File: config.mk
export PLATFORM = sky130hd
export DESIGN_NAME = detect_template_writer
export DESIGN_NICKNAME = d
export VERILOG_FILES = /design/src/rtl/detect_template_writer.sv
export SDC_FILE = /design/constraint.sdc
export NUM_CORES = 1
export LEC_CHECK = 0
export CORE_MARGIN = 4
export CORE_UTILIZATION = 44
export CTS_CLUSTER_DIAMETER = 60
export CTS_CLUSTER_SIZE = 30
export DETAILED_ROUTE_END_ITERATION = 7
export PLACE_DENSITY = 0.74
export SLEW_MARGIN = 20
export SYNTH_ARGS = -nofsm -noshare
export SYNTH_HDL_FRONTEND = slang
export SYNTH_SLANG_ARGS = --single-unit
File: constraint.sdc
create_clock -name clock -period 4.75 [get_ports clock]
set_clock_uncertainty 0.15 [all_clocks]
set_input_delay 0.95 -clock clock [delete_from_list [all_inputs] [get_ports clock]]
set_output_delay 0.95 -clock clock [all_outputs]
set_load 0.005 [all_outputs]
File: src/rtl/detect_template_writer.sv
// Capture side of the detection template store. Watches the raster pixel
// stream, cuts a TMPL_W x TMPL_H window at a programmable origin, binarises
// each window pixel against a threshold and writes it as 0/255 to
// sequential template addresses 0..TMPL_W*TMPL_H-1.
module detect_template_writer #(
   parameter int TMPL_W = 26,
   parameter int TMPL_H = 26,
   parameter int IMG_W  = 320,
   parameter int IMG_H  = 240,
   parameter int ADDR_W = 10
) (
   input  logic              clock,
   input  logic              reset,
   input  logic              start,
   input  logic [9:0]        roi_x,
   input  logic [9:0]        roi_y,
   input  logic [7:0]        threshold,
   input  logic              pix_valid,
   input  logic [7:0]        pix_data,
   input  logic              sof,
   input  logic              eol,
   output logic              wr_en,
   output logic [ADDR_W-1:0] wr_addr,
   output logic [7:0]        wr_data,
   output logic              busy,
   output logic              done,
   output logic              error
);

   localparam logic [1:0] S_IDLE    = 2'd0;
   localparam logic [1:0] S_ARMED   = 2'd1;
   localparam logic [1:0] S_CAPTURE = 2'd2;
   localparam logic [1:0] S_DONE    = 2'd3;

   // One extra bit so the write counter can hold the full template size
   // even when it equals 2^ADDR_W.
   localparam int                CNT_W     = ADDR_W + 1;
   localparam logic [CNT_W-1:0]  TOTAL_C   = CNT_W'(TMPL_W * TMPL_H);
   localparam logic [ADDR_W-1:0] LAST_ADDR = ADDR_W'(TMPL_W * TMPL_H - 1);
   localparam logic [9:0]        MAX_X     = 10'(IMG_W - TMPL_W);
   localparam logic [9:0]        MAX_Y     = 10'(IMG_H - TMPL_H);

   logic [1:0]       state;
   logic [9:0]       roi_x_q;
   logic [9:0]       roi_y_q;
   logic [7:0]       thr_q;
   logic [9:0]       col;
   logic [9:0]       row;
   logic [CNT_W-1:0] wcnt;

   logic [9:0] col_e;
   logic [9:0] row_e;
   logic       start_ok;
   logic       abort;
   logic       beat;
   logic       in_win;
   logic       hit;

   assign busy = (state == S_ARMED) || (state == S_CAPTURE);

   // Current pixel coordinates, window test and beat qualification.
   always_comb begin
      // NOTE: every signal gets a default first so no path leaves it unassigned (no latch).
      col_e    = sof ? 10'd0 : col;
      row_e    = sof ? 10'd0 : row;
      start_ok = (roi_x <= MAX_X) && (roi_y <= MAX_Y);
      abort    = (state == S_CAPTURE) && pix_valid && sof && (wcnt < TOTAL_C);
      beat     = pix_valid && (((state == S_ARMED) && sof) ||
                               ((state == S_CAPTURE) && !abort));
      in_win   = ({1'b0, col_e} >= {1'b0, roi_x_q}) &&
                 ({1'b0, col_e} <  ({1'b0, roi_x_q} + 11'(TMPL_W))) &&
                 ({1'b0, row_e} >= {1'b0, roi_y_q}) &&
                 ({1'b0, row_e} <  ({1'b0, roi_y_q} + 11'(TMPL_H)));
      hit      = beat && in_win && (wcnt < TOTAL_C);
   end

   // Control FSM: start acceptance, abort on truncated frame, completion.
   always_ff @(posedge clock) begin
      if (reset) begin
         // NOTE: non-blocking assignments for all state so every register samples pre-edge values.
         state   <= S_IDLE;
         roi_x_q <= '0;
         roi_y_q <= '0;
         thr_q   <= '0;
         wcnt    <= '0;
         done    <= 1'b0;
         error   <= 1'b0;
      end else begin
         done  <= 1'b0;
         error <= 1'b0;
         case (state)
            S_IDLE: begin
               if (start) begin
                  if (start_ok) begin
                     roi_x_q <= roi_x;
                     roi_y_q <= roi_y;
                     thr_q   <= threshold;
                     wcnt    <= '0;
                     state   <= S_ARMED;
                  end else begin
                     error <= 1'b1;
                  end
               end
            end
            S_ARMED: begin
               if (pix_valid && sof) state <= S_CAPTURE;
            end
            S_CAPTURE: begin
               if (abort) begin
                  error <= 1'b1;
                  wcnt  <= '0;
                  state <= S_IDLE;
               end else if (wr_en && (wr_addr == LAST_ADDR)) begin
                  done  <= 1'b1;
                  state <= S_DONE;
               end
            end
            S_DONE: begin
               state <= S_IDLE;
            end
            default: state <= S_IDLE;
         endcase
         if (hit) wcnt <= wcnt + CNT_W'(1);
      end
   end

   // Raster position tracking; sof re-anchors the origin for its own pixel.
   always_ff @(posedge clock) begin
      if (reset) begin
         col <= '0;
         row <= '0;
      end else if (beat) begin
         if (eol) begin
            col <= '0;
            row <= row_e + 10'd1;
         end else begin
            col <= col_e + 10'd1;
            row <= row_e;
         end
      end
   end

   // Template write port, one cycle behind the hit; address and data hold between writes.
   always_ff @(posedge clock) begin
      if (reset) begin
         wr_en   <= 1'b0;
         wr_addr <= '0;
         wr_data <= '0;
      end else begin
         wr_en <= hit;
         if (hit) begin
            wr_addr <= wcnt[ADDR_W-1:0];
            wr_data <= (pix_data >= thr_q) ? 8'hFF : 8'h00;
         end
      end
   end

endmodule
==> flow_metrics.tcl <==
set metrics [dict create \
    synth.avg_cell_area_um2 7.97 \
    grt_antenna_before_repair 0 \
    startpoint_type "input pin" \
    ys_seq_area_share_pct 31.1 \
    seq_area_um2 1500 \
    finalPower_mw 1.48 \
    path_max_fanout 37 \
    worst_slack_ns 0.824 \
    post-cts-setup-buffers 0 \
    synth_top_area_cell "dfxtp_1" \
    fmax_ghz 0.255 \
    fp-row-count 37 \
    dp_slack_ns 0.498 \
    fin_util_pct 55.0 \
    outcome "finished, final reports clean" \
    grt_max_degree 62 \
    cp-end-kind "flip-flop" \
    yosys_warnings 0 \
    multi_input_area_um2 3030 \
    synth_top_area_share_pct 31.1 \
    p_sw_share_pct 25.9 \
    synthesis.nets 702 \
    drive_above_1_share_pct 4.84 \
    initial_core_util_pct 46.0 \
    die_w_um 113 \
    setup_viol 0 \
    vias 4348 \
    drcViolationCount 0 \
    clock-sinks 75 \
    path_clk_slew_ns 0.08 \
    pwr-share-comb_pct 14.5 \
    fin_crit_sh_pct 82.7 \
    grt_pass1_wl_um 19700 \
    fin_cells 797 \
    tightest_slew_ns 0.633 \
    diodes 0 \
    hp-class "flip-flop to flip-flop" \
    grt_pass1_vias 4361 \
    p_leak_nw 2.33 \
    synthArstFlopShare_pct 0 \
    synth_edf_count 0 \
    fin_setup_tns_ns 0 \
    root_buffer "clkbuf_8" \
    clk_latency_ns 0.36 \
    drt-total-wl_um 11500 \
    core_um2 10500 \
    syn_to_final_growth_pct 19.6 \
    pwr-share-seq_pct 44.1 \
    ys_top_cells_by_area "dfxtp_1 (31%), ha_1 (14%), a21oi_1 (6.9%)" \
    critPathKind "input pin to flip-flop" \
    dp.cells 781 \
    hold_buffers 0 \
    io_pins 64 \
    grt_usage_pct 18.4 \
    internal-power_mw 1.09 \
    worstPathArrival_ns 4.06 \
    drtIter0Drc 235 \
    yosysUniqueCellTypes 57 \
    chipHeight_um 113 \
    ir_drop_mv 0.204 \
    post_cts_resized 0 \
    power_density_nw_per_um2 256 \
    placement.cell_area_um2 5530 \
    hold_viol_final 0 \
    maxSlewViolCount 0 \
    rsz0062_at_grt "false" \
    nets 752 \
    clockBufferDepth 2 \
    htreeDepth 3 \
    dieArea_um2 12700 \
    grt_overflow_total 0 \
    ant_nets 0 \
    ys_seq_elements 75 \
    maxSlewHeadroom_pct 57.7 \
    numCtsBuffers 9 \
    dp_hpwl_um 8620 \
    vias_per_cell 5.46 \
    syn_area_um2 4830 \
    design_area_um2 5780 \
    p_clk_share_pct 41.5 \
    firstDrtPassIters 4 \
    cts_tree "yes" \
    gp_congestion 0.871 \
    nFillCells 949 \
    synthFlopType "dfxtp_1" \
    holdWs_ns 0.301 \
    wl_per_cell_um 14.4 \
    min_period_ns 3.93 \
    syn_inst 606 \
    port-buffer-count 63 \
    power_switching_uw 383 \
    cp.required_ns 4.88 \
    cap_viol_max_count 0 \
]
==> synthesized netlist by cell type, types with 11 or more instances <==
cell type	n
nor2_1	45
mux2i_1	11
and3_1	14
nor2b_1	21
nand2b_1	12
a21oi_1	67
ha_1	54
dfxtp_1	75
nand3_1	18
xnor2_1	14
inv_1	36
nand2_1	76
o21ai_0	26
clkbuf_1	20
==> layout make-up <==
| cell class | count | share of cell area (%) |
|---|---|---|
| sequential | 75 | 26.0 |
| clock inverter | 7 | 2.14 |
| inverter | 36 | 2.34 |
| timing repair buffer | 71 | 11.9 |
| multi-input combinational | 463 | 52.5 |
| tap | 136 | 2.95 |
| clock buffer | 9 | 2.14 |
==> logic make-up after synthesis <==
family          count (synthesis)  share of synthesized area, %
flops                          75                          31.1
simple gates                  237                          24.7
xor+xnor                       18                          3.26
compound gates                143                          18.5
mux                            11                          2.28
fa+ha+maj                      54                          14.0
buf+inv                        68                          6.11
==> critical path: stages <==
cell and delay, ns:
clkdlybuf4s50_1 0.45, buf_4 0.33, nor2b_1 0.12, ha_1 0.32, a211oi_1 0.24, nor2_1 0.07, o31a_1 0.31, a2111oi_4 0.33
nand3_2 0.27, buf_4 0.30, a211o_1 0.25, a21oi_1 0.11
==> sequential cells by signal, indices dropped and copies added (netlist names) <==
signal and flops:
roi_x_q 10, wcnt 11, done 1, wr_data 1, state 2, wr_addr 10
row 10, error 1, thr_q 8, wr_en 1, col 10, roi_y_q 10
==> path summary, 6_finish.rpt <==
path	start	end	slack, ns	cells past startpoint
min reg2reg	thr_q[4]$_SDFFE_PP0P_	thr_q[4]$_SDFFE_PP0P_	0.30	2
min	thr_q[4]$_SDFFE_PP0P_	thr_q[4]$_SDFFE_PP0P_	0.30	2
max reg2reg	roi_y_q[1]$_SDFFE_PP0P_	wr_data[6]$_SDFFE_PP0P_	1.22	12
max	sof	wr_data[6]$_SDFFE_PP0P_	0.82	12
==> metal layers <==
metal  vias up  global-route usage [%]  wire (µm)
met5         -                       0          0
met1      2019                    23.5       5270
met3        13                    4.87        575
met4         0                    5.37        150
li1       2223                       -          -
met2        93                    30.6       5510
==> power by group through the flow <==
stage                     clock network (mW)  logic, mW  registers, mW
after global placement                     0      0.207          0.665
after global routing                   0.656      0.234          0.654
after CTS                              0.630      0.214          0.652
after detailed placement                   0      0.212          0.666
after floorplan                            0      0.128          0.664
final                                  0.613      0.214          0.651
==> placed cells by master, fill, tap and decap left out, types with 6 or more instances in the layout <==
cell / instances
nand2_1: 76
dfxtp_1: 75
a21oi_1: 67
clkdlybuf4s50_1: 62
ha_1: 54
nor2_1: 45
inv_1: 36
o21ai_0: 26
nor2b_1: 21
nand3_1: 18
xnor2_1: 14
and3_1: 14
nand2b_1: 12
mux2i_1: 11
nand4_1: 9
nor3_1: 9
clkbuf_8: 9
buf_4: 9
o21bai_1: 7
nor3b_1: 7
a21o_1: 6
a31oi_1: 6
(Power assumes the default switching activity.)
